`config.mk`:
```
export PLATFORM = sky130hd
export DESIGN_NAME = ada_pc_sequencer
export DESIGN_NICKNAME = d
export VERILOG_FILES = /design/src/rtl/ada_pc_sequencer.sv
export SDC_FILE = /design/constraint.sdc
export NUM_CORES = 1
export LEC_CHECK = 0
export CAP_MARGIN = 20
export CORE_ASPECT_RATIO = 2
export CORE_MARGIN = 4
export CORE_UTILIZATION = 37
export CTS_BUF_LIST = sky130_fd_sc_hd__clkbuf_4 sky130_fd_sc_hd__clkbuf_8 sky130_fd_sc_hd__clkbuf_16
export DETAILED_ROUTE_END_ITERATION = 6
export HOLD_SLACK_MARGIN = 0.03
export PLACE_DENSITY = 0.77
export RECOVER_POWER = 25
export REMOVE_ABC_BUFFERS = 1
export SYNTH_ARGS = -nofsm -noshare
export SYNTH_HDL_FRONTEND = slang
export SYNTH_SLANG_ARGS = --single-unit
```
`constraint.sdc`:
```
create_clock -name clk -period 2.8 [get_ports clk]
set_input_delay 0.28 -clock clk [delete_from_list [all_inputs] [get_ports clk]]
set_output_delay 0.28 -clock clk [all_outputs]
set_load 0.03 [all_outputs]
```
`src/rtl/ada_pc_sequencer.sv`:
```
// ada_pc_sequencer: next-PC selection for the IA/IF pipeline register.
// Latency: combinational; redirects appear on pc_next in the request cycle.
// Backpressure: while if_stall is high a redirect is buffered (PEND) and
//   flushed on release; a buffered redirect can only be replaced by an equal
//   or higher ranked one.
// Ports:
//   clk, rst                   clock, synchronous active-high reset
//   pc_current                 PC held in the IA/IF register
//   if_stall                   IF stalled, IA/IF register holds
//   exc_*/eret_*/br_*          redirect requests and targets (exc > eret > br)
//   pc_next                    next PC to the IA/IF register
//   if_flush                   kill the IF instruction (combinational)
//   redirect_pending           registered, high while a redirect is buffered

`ifndef ADA_RESET_DEFAULT
`define ADA_RESET_DEFAULT 32'hBFC0_0000
`endif

module ada_pc_sequencer #(
  parameter logic [31:0] RESET_PC = `ADA_RESET_DEFAULT
) (
  input  logic        clk,
  input  logic        rst,
  input  logic [31:0] pc_current,
  input  logic        if_stall,
  input  logic        exc_req,
  input  logic [31:0] exc_target,
  input  logic        eret_req,
  input  logic [31:0] eret_target,
  input  logic        br_req,
  input  logic [31:0] br_target,
  output logic [31:0] pc_next,
  output logic        if_flush,
  output logic        redirect_pending
);

  typedef enum logic {
    RUN  = 1'b0,
    PEND = 1'b1
  } state_t;

  state_t      r_state;
  logic [31:0] r_tgt;
  logic [1:0]  r_rank;
  logic        r_pending;

  logic [1:0]  w_sel_rank;
  logic [31:0] w_sel_tgt;
  logic        w_take;
  logic [31:0] w_win_tgt;

  // Priority select; rank 3/2/1 for exc/eret/br, 0 when idle.
  // Targets are word aligned before they are used or stored.
  always_comb begin
    w_sel_rank = 2'd0;
    w_sel_tgt  = 32'h0;
    if (exc_req) begin
      w_sel_rank = 2'd3;
      w_sel_tgt  = {exc_target[31:2], 2'b00};
    end else if (eret_req) begin
      w_sel_rank = 2'd2;
      w_sel_tgt  = {eret_target[31:2], 2'b00};
    end else if (br_req) begin
      w_sel_rank = 2'd1;
      w_sel_tgt  = {br_target[31:2], 2'b00};
    end
  end

  // r_rank is 0 outside PEND, so in RUN this reduces to "any request".
  // In PEND an equal rank wins so the youngest same-class redirect is kept.
  assign w_take    = (w_sel_rank != 2'd0) && (w_sel_rank >= r_rank);
  assign w_win_tgt = w_take ? w_sel_tgt : r_tgt;

  always_comb begin
    pc_next  = pc_current + 32'd4;
    if_flush = 1'b0;
    if (rst) begin
      pc_next  = RESET_PC;
      if_flush = 1'b0;
    end else if (r_state == RUN) begin
      if (w_take) begin
        pc_next  = w_sel_tgt;
        // Under stall the IF instruction is killed later, on release.
        if_flush = ~if_stall;
      end
    end else begin
      pc_next  = w_win_tgt;
      if_flush = ~if_stall;
    end
  end

  always_ff @(posedge clk) begin
    if (rst) begin
      r_state   <= RUN;
      r_pending <= 1'b0;
      r_tgt     <= RESET_PC;
      r_rank    <= 2'd0;
    end else begin
      case (r_state)
        RUN: begin
          if (w_take && if_stall) begin
            r_tgt     <= w_sel_tgt;
            r_rank    <= w_sel_rank;
            r_state   <= PEND;
            r_pending <= 1'b1;
          end
        end
        PEND: begin
          if (if_stall) begin
            if (w_take) begin
              r_tgt  <= w_sel_tgt;
              r_rank <= w_sel_rank;
            end
          end else begin
            r_tgt     <= w_win_tgt;
            r_rank    <= 2'd0;
            r_state   <= RUN;
            r_pending <= 1'b0;
          end
        end
        default: begin
          r_state   <= RUN;
          r_pending <= 1'b0;
          r_rank    <= 2'd0;
        end
      endcase
    end
  end

  assign redirect_pending = r_pending;

endmodule

```
# Yosys cells after proc, flatten, opt, wreduce, memory -nomap -nowiden
# Index checks and enable logic that the tools add are counted.
dict set report op_classes {
  addsub 1
  order_cmp 1
  n_eq_ne 3
  n_mux 25
  bitwise_logic 2
  n_reduce_logical 5
}
# cell n
set ops {}
lappend ops {{32-bit 2-to-1 mux} 8}
lappend ops {{32-bit one-hot mux with 2 select lines} 1}
lappend ops {{32-bit by 3-bit adder with 32-bit output (second input constant)} 1}
lappend ops {{2-bit 2-to-1 mux} 5}
lappend ops {{1-bit 2-to-1 mux} 8}
lappend ops {{1-bit one-hot mux with 2 select lines} 2}
lappend ops {{2-bit one-hot mux with 2 select lines} 1}
lappend ops {{2-bit AND reduction} 2}
lappend ops {{3-bit by 2-bit inequality test with 1-bit output (second input constant)} 1}
lappend ops {{2-bit >= comparator} 1}
lappend ops {{1-bit logical AND} 2}
lappend ops {{2-bit by 1-bit inequality test with 1-bit output (second input constant)} 1}
lappend ops {{2-bit inequality test (second input constant)} 1}
lappend ops {{1-bit NOT} 2}
lappend ops {{2-bit nonzero test} 1}
dict set report totals {
  reg_bits 36
  input_bits 134
  word_cells 41
}

# Longest topological paths before layout
# Gate-level depths: netlist of the first run.
dict set report logic_depth {
  depth_word 8
  mapped_depth 11
  ltp_nobuf 7
}

# Worst setup path after synthesis of the first run
# Ideal clock, no wire load.
dict set report synth_path {
  kind {input-to-output}
  start {input eret_req}
  end {output pc_next[3]}
  arrival_ps 3115
  t_required_ps 2520
  setup_slack_ps -595
  path_stages 11
  path_buffers 5
  cell_sequence {buf_2 > clkbuf_1 > buf_2 > or2_2 > ha_1 > o21ai_0 > o21a_2 > buf_4 > buf_4 > nor2_1 > a211oi_1}
}
dict set report synth_between {
  elab_chain_len 7
  elab_cells_between_ends 11
  classes_between {order compare (1); mux (8); reduce/logical (2)}
}
# item line
set synth_rtl {}
lappend synth_rtl {{start, declared} 28} ;# input logic eret_req,
lappend synth_rtl {{2-bit 2-to-1 mux} 60} ;# end else if (eret_req) begin
lappend synth_rtl {{2-bit 2-to-1 mux} 57} ;# if (exc_req) begin
lappend synth_rtl {{2-bit >= comparator / 2-bit nonzero test (equally long branches)} 71} ;# assign w_take = (w_sel_rank != 2'd0) && (w_sel_rank >= r_rank);
lappend synth_rtl {{1-bit logical AND} 71}
lappend synth_rtl {{32-bit 2-to-1 mux, on equally long branches} n/a}
lappend synth_rtl {{32-bit 2-to-1 mux *} 80} ;# end else if (r_state == RUN) begin
lappend synth_rtl {{32-bit 2-to-1 mux *} 77} ;# if (rst) begin
lappend synth_rtl {{end, declared} 32} ;# output logic [31:0] pc_next,
# Mark *: on every way between the ends. The rest lies on a longest branch, timed or not.

# Final worst setup path of the first run
dict set report layout_path {
  start {input br_req}
  end {output pc_next[20]}
}
dict set report layout_between {
  elab_chain_len 8
  elab_cells_between_ends 13
  classes_between {order compare (1); mux (10); reduce/logical (2)}
}
# item line
set layout_rtl {}
lappend layout_rtl {{start, declared} 30} ;# input logic br_req,
lappend layout_rtl {{1-bit 2-to-1 mux} 63} ;# end else if (br_req) begin
lappend layout_rtl {{2-bit 2-to-1 mux} 60}
lappend layout_rtl {{2-bit 2-to-1 mux} 57}
lappend layout_rtl {{2-bit >= comparator / 2-bit nonzero test (equally long branches)} 71}
lappend layout_rtl {{1-bit logical AND} 71}
lappend layout_rtl {{32-bit 2-to-1 mux, on equally long branches} n/a}
lappend layout_rtl {{32-bit 2-to-1 mux *} 80}
lappend layout_rtl {{32-bit 2-to-1 mux *} 77}
# Marked as above.

==> results of run 1 <==
[cells by family after synthesis]
logic type,share of synthesized area
and+or+nand+nor,0.334
AOI/OAI and AO/OA,0.285
buffers and inverters,0.0615
DFF,0.221
xor gates and xnor gates,0.0753
muxes,0.0154
adders and majority gates,0.00769
[cells in the final DEF, fill, tap and decap left out, types with 6 or more instances in the layout]
cell / n
nand3_1: 15
nand4_1: 8
nor3_1: 10
and2_1: 6
a22oi_1: 26
buf_12: 8
nand2b_1: 7
clkdlybuf4s50_1: 124
and3_1: 13
a211oi_1: 9
nand3b_1: 7
dfxtp_1: 36
xnor2_1: 21
o21ai_1: 10
nand2_1: 93
buf_4: 55
o211ai_1: 7
a21oi_1: 34
xor2_1: 7
nor2_1: 20
or3_1: 6
o21ai_0: 34
[cell usage after synthesis, types with 2 or more instances]
cell	instances
a211o_1	2
a211oi_1	11
a21oi_1	34
a221oi_1	6
a22oi_1	26
a311oi_1	2
a31oi_1	2
and2_1	6
and3_1	13
and4_1	5
buf_2	13
buf_4	3
clkbuf_1	25
dfxtp_1	36
ha_1	2
inv_1	4
mux2i_1	5
nand2_1	93
nand2b_1	7
nand3_1	15
nand3b_1	7
nand4_1	8
nand4_2	2
nor2_1	19
nor2b_1	5
nor3_1	10
nor3b_1	3
nor4_2	3
o211ai_1	7
o21ai_0	37
o21ai_1	7
o22ai_1	8
or3_1	6
xnor2_1	21
xor2_1	7
[power breakdown]
group / internal [mW] / switching [mW] / total (mW)
clock: 0.374 / 0.205 / 0.579
combinational: 0.458 / 0.501 / 0.959
sequential: 0.558 / 0.0211 / 0.579
[area by class of cell]
cell class | instances | area [um2]
Clock buffer | 8 | 154
Fill cell | 799 | 3280
Timing Repair Buffer | 200 | 1910
Tap cell | 100 | 125
Inverter | 4 | 15.0
Sequential cell | 36 | 721
Multi-Input combinational cell | 390 | 2380
[critical path, cell delays in order]
cell and delay (ns):
clkdlybuf4s50_1 0.54, nor2b_2 0.23, buf_4 0.20, buf_4 0.14, a22oi_1 0.06, o21ai_0 0.34, nand2_1 0.12, a221oi_2 0.26
buf_4 0.20
[metal layers]
| layer | part of all wire | track usage | wire (um) | vias up |
|---|---|---|---|---|
| li1 | - | - | - | 2034 |
| met1 | 0.36 | 0.254 | 4780 | 1958 |
| met2 | 0.55 | 0.452 | 7290 | 161 |
| met3 | 0.050 | 0.0300 | 657 | 36 |
| met4 | 0.041 | 0.121 | 539 | 0 |
| met5 | 0 | 0 | 0 | - |
[timing repair]
item	in CTS	in global routing
hold buffers	0	0
buffers inserted	0	2
pin swaps	3	7
gates resized for setup	8	17
endpoints found under the setup margin	27	26
[metrics by stage]
stage / util / power [mW] / instance area (um2) / std cells / hold slack [ns]
after floorplan: - / 1.00 / 3070 / 430 / 0.349
after global placement: 0.592 / 1.50 / 5080 / 728 / 0.437
after detailed placement: 0.592 / 1.52 / 5080 / 728 / 0.442
after CTS: 0.613 / 2.10 / 5270 / 736 / 0.391
after global routing: 0.618 / 2.21 / 5310 / 738 / 0.426
final: 0.618 / 2.12 / 5310 / 738 / 0.380
[worst max path at each step]
stage | to | slack, ns | cells past startpoint
2_1_floorplan | pc_next[20] | -0.18 | 6
3_3_place_gp | pc_next[26] | -0.11 | 10
3_5_place_dp | pc_next[29] | -0.16 | 10
4_1_cts | pc_next[12] | -0.02 | 10
5_1_grt | register | 0.02 | 10
6_report | pc_next[20] | 0.13 | 9
==> impl_metrics.csv, run 1 <==
group,metric,value,unit
synth,synthFlopType,"dfxtp_1",
critical_path,end_kind,"primary output",
timing,rsz0062_at_grt,"no",
synth,synthCells,472,
run_status,status,"completed",
critical_path,r2r_setup_slack,0.22,ns
global_routing,grtUsageTotal,0.242,
die,die_w,74.3,um
timing,maxSlewViolCount,0,
critical_path,critPathLaunchType,"primary input",
min_path,min_path_cells,2,
synth,synth_seq_area_share,0.221,
cts,insertion_delay,0.28,ns
cts,cts_tree,"built",
synth,yosysTopAreaCell,"dfxtp_1",
min_path,hold_start,"rst",
cts,cts_buffers,5,
drt,drcViolationCount,0,
run,maxCapViolations,0,
global_routing,grt_overflow,0,
synth,postSynth.asyncResetShare,0,
timing,slew_headroom,0.183,
timing,fin_crit_sh,0.952,
die,core_area,0.00859,mm2
timing,hold_viol_final,0,
synth,ys_warn_count,0,
die,design.die.area,0.0105,mm2
power_and_ir_drop,p_leak,2.04,nW
synth,avgSynthCellArea,6.90,um2
synth,syn_area,0.00326,mm2
synth,synth_edf_count,0,
synth,synth.area.top_cells,"dfxtp_1, nand2_1, a22oi_1, o21ai_0, xnor2_1",
drt,avgRoutedWirePerCell,18.0,um
global_routing,grt_max_degree,63,
timing,layout_min_cycle_time,2.67,ns
global_routing,grt_pass1_vias,4229,
placement,io_buffers,161,
die,start_util,0.379,
placement,hpwlAfterDp,9.95,mm
drt,routed_wl,13.3,mm
critical_path,worstPathMaxFanout,8,
die,std_cell_rows,48,
placement,pre_cts_ws,-0.161,ns
cts,clockBufferDepth,2,
timing,fin_setup_tns,0,ns
critical_path,required,2.52,ns
power_and_ir_drop,power_density,399,mW/mm2
finish,antenna_cells,0,
drt,ant_nets,0,
die,die_h,141,um
synth,postSynthRegisterBits,36,
placement,gp_congestion,0.900,
cts,root_buffer,"clkbuf_16",
cts,htreeDepth,2,
timing,worst_pin_slew,1.22,ns
timing,worst_slack,0.135,ns
critical_path,r2r-start,"r_rank[1]$_SDFFE_PP0P_",
critical_path,r2r_cells,10,
finish,syn2layout_area_growth,63.0,%
timing,clock_skew,0.00427,ns
cts,clk_pin_slew_worst_paths,0.06,ns
timing,timing.fmax,375,MHz
critical_path,cp-startpoint,"br_req",
drt,vias,4189,
drt,vias_per_cell,5.68,
power_and_ir_drop,peakVddDrop,0.302,mV
timing,setup_viol,0,
critical_path,worstPathArrival,2.39,ns
finish,drive_above_1_share,0.154,
finish,layout.nets,773,
global_routing,antenna_found_initial,0,
min_path,hold_path_class,"primary input to register",
global_routing,grt_first_pass_wirelength,19.9,mm
die,pin_count,168,
critical_path,crit_type,"primary input to primary output",
cts,cts.sinks,36,
synth,synth_top_area_frac,0.221,
drt,drt-initial-drc-count,247,
synth,synth_cell_types,47,
drt,first_pass_iters,5,
(Power assumes the default switching activity.)
==> run 2, diff against run 1 <==
--- a/config.mk
+++ b/config.mk
@@ -11,6 +11,7 @@
 export CORE_UTILIZATION = 37
 export CTS_BUF_LIST = sky130_fd_sc_hd__clkbuf_4 sky130_fd_sc_hd__clkbuf_8 sky130_fd_sc_hd__clkbuf_16
 export DETAILED_ROUTE_END_ITERATION = 6
+export GPL_TIMING_DRIVEN = 0
 export HOLD_SLACK_MARGIN = 0.03
 export PLACE_DENSITY = 0.77
 export RECOVER_POWER = 25
==> run 2 against run 1 <==
Against the previous run: die area stayed put; routed wire length shrank 0.14%; global-route usage grew 1.3 points; clock skew down 0.00078 ns; design area about the same; utilization about the same; worst setup slack worse by 0.066 ns; sequential power grew 0.9%; flip-flop and latch count did not move; combinational power down 2%; highest routed layer unchanged.
==> impl_metrics.csv, run 2 (synthesis gave the netlist of run 1 again) <==
group,metric,value,unit
run_status,status,"completed",
critical_path,crit_type,"primary input to primary output",
timing,maxSlewViolCount,0,
critical_path,worstPathMaxFanout,13,
cts,insertion_delay,0.28,ns
finish,antenna_cells,0,
power_and_ir_drop,internal-power,1.42,mW
die,std_cell_rows,48,
placement,gp_congestion,0.833,
drt,drt-initial-drc-count,215,
finish,syn2layout_area_growth,63.0,%
die,pin_count,168,
timing,hold_viol_final,0,
timing,hold_slack,0.448,ns
finish,regArea,722,um2
critical_path,end_kind,"primary output",
drt,avgRoutedWirePerCell,18.3,um
die,design.die.area,0.0105,mm2
power_and_ir_drop,clockPowerShare,0.295,
finish,design_area,0.00531,mm2
critical_path,crit_chain,"buf_4, buf_12, or2_4, ha_4, o22ai_4, o21a_4, buf_4, o211ai_1, a21oi_1, clkdlybuf4s15_2",
die,core_area,0.00859,mm2
timing,clock_skew,0.00349,ns
finish,drive_above_1_share,0.155,
drt,vias,4154,
timing,fin_crit_sh,0.975,
critical_path,worstPathArrival,2.45,ns
global_routing,grtUsageTotal,0.256,
critical_path,cp_num_buf_inv,4,
timing,setup_viol,0,
cts,clk_pin_slew_worst_paths,0.05,ns
run,maxCapViolations,0,
finish,layout.nets,760,
finish,final_common_cell,"clkdlybuf4s50_1",
critical_path,critPathLaunchType,"primary input",
power_and_ir_drop,switching_share,0.342,
global_routing,grt_max_degree,64,
finish,fillers,805,
critical_path,r2r_setup_slack,0.45,ns
global_routing,grt_overflow,0,
die,start_util,0.379,
timing,layout_min_cycle_time,2.73,ns
timing,rsz0062_at_grt,"yes",
power_and_ir_drop,seq_power_share,0.270,
drt,drcViolationCount,0,
drt,ant_nets,0,
critical_path,path_delay_family,"compound AO/OA/AOI/OAI gates",
critical_path,slowest_delay,0.34,ns
power_and_ir_drop,power_density,408,mW/mm2
global_routing,grt_first_pass_wirelength,20.7,mm
power_and_ir_drop,p_leak,1.98,nW
cts,cts_tree,"built",
finish,finalNonFillerCells,725,
timing,slew_headroom,0.489,
critical_path,path_common_cell,"buf_4",
drt,routed_wl,13.3,mm
timing,worst_pin_slew,0.767,ns
power_and_ir_drop,total_power,2.16,mW
cts,postCtsHoldBufs,0,
finish,multiInputGateArea,0.00248,mm2
cts,root_buffer,"clkbuf_16",
timing,timing.fmax,366,MHz
critical_path,required,2.52,ns
power_and_ir_drop,peakVddDrop,0.279,mV
power_and_ir_drop,p_switching,0.740,mW
timing,fin_setup_tns,0,ns
drt,first_pass_iters,5,
cts,cts.sinks,36,
power_and_ir_drop,p_comb_frac,0.435,
cts,cts_buffers,5,
placement,dpl_cell_area,0.00490,mm2
critical_path,slowest_stage,"o22ai_4",
die,die_h,141,um
cts,clockBufferDepth,2,
global_routing,grt_pass1_vias,4328,
placement,io_buffers,161,
min_path,hold_path_class,"register to register",
die,die_w,74.3,um
placement,hpwlAfterDp,9.15,mm
finish,final_cell_mix,"clkdlybuf4s50_1, nand2_1, dfxtp_1",
placement,dp.cells,696,
cts,htreeDepth,2,
drt,vias_per_cell,5.73,
global_routing,antenna_found_initial,0,
run 2: repair_timing:
action	4_1_cts	5_1_grt
buffers inserted	16	0
gates cloned	5	0
pin swaps	6	4
gates resized for setup	149	40
setup endpoints to repair	68	31
run 2: routing by layer:
layer | track usage | share of wire | vias up
met2 | 0.478 | 0.55 | 166
met1 | 0.261 | 0.34 | 1936
met4 | 0.128 | 0.049 | 0
met3 | 0.0407 | 0.056 | 41
li1 | - | - | 2011
met5 | 0 | 0 | -
run 2: power by group through the flow:
| stage | registers (mW) | clock network [mW] | logic (mW) |
|---|---|---|---|
| 2_1_floorplan | 0.593 | 0 | 0.407 |
| 3_3_place_gp | 0.597 | 0 | 0.816 |
| 3_5_place_dp | 0.594 | 0 | 0.859 |
| 4_1_cts | 0.583 | 0.653 | 0.934 |
| 5_1_grt | 0.589 | 0.671 | 1.01 |
| 6_report | 0.584 | 0.639 | 0.942 |
run 2: area by class of cell:
cell class	instances	area share
timing repair buffer	183	0.338
inverter	4	0.00283
clock buffer	6	0.0250
clock inverter	2	0.00660
tap	100	0.0236
sequential	36	0.136
multi-input combinational	394	0.468
run 2: path summary, 6_finish.rpt:
kind,startpoint,to,cells after the start
max,eret_req,pc_next[13],10
min,register,register,2
max reg2reg,r_rank[1]$_SDFFE_PP0P_,r_tgt[29]$_SDFFE_PP1P_,9
min reg2reg,register,register,2
run 2: worst min-delay path: cells and delay by family (launching register included):
| kind | cells | cell delay, ns |
|---|---|---|
| AO/OA/AOI/OAI | 1 | 0.05 |
| flip-flops | 1 | 0.30 |
| AND/OR/NAND/NOR | 1 | 0.05 |
run 2: through the flow:
| stage | setup WS [ns] | utilization |
|---|---|---|
| 6_report | 0.0691 | 0.618 |
| 5_1_grt | -0.0123 | 0.618 |
| 4_1_cts | -0.00580 | 0.618 |
| 3_5_place_dp | -1.81 | 0.571 |
| 3_3_place_gp | -2.74 | 0.560 |
| 2_1_floorplan | -0.176 | - |
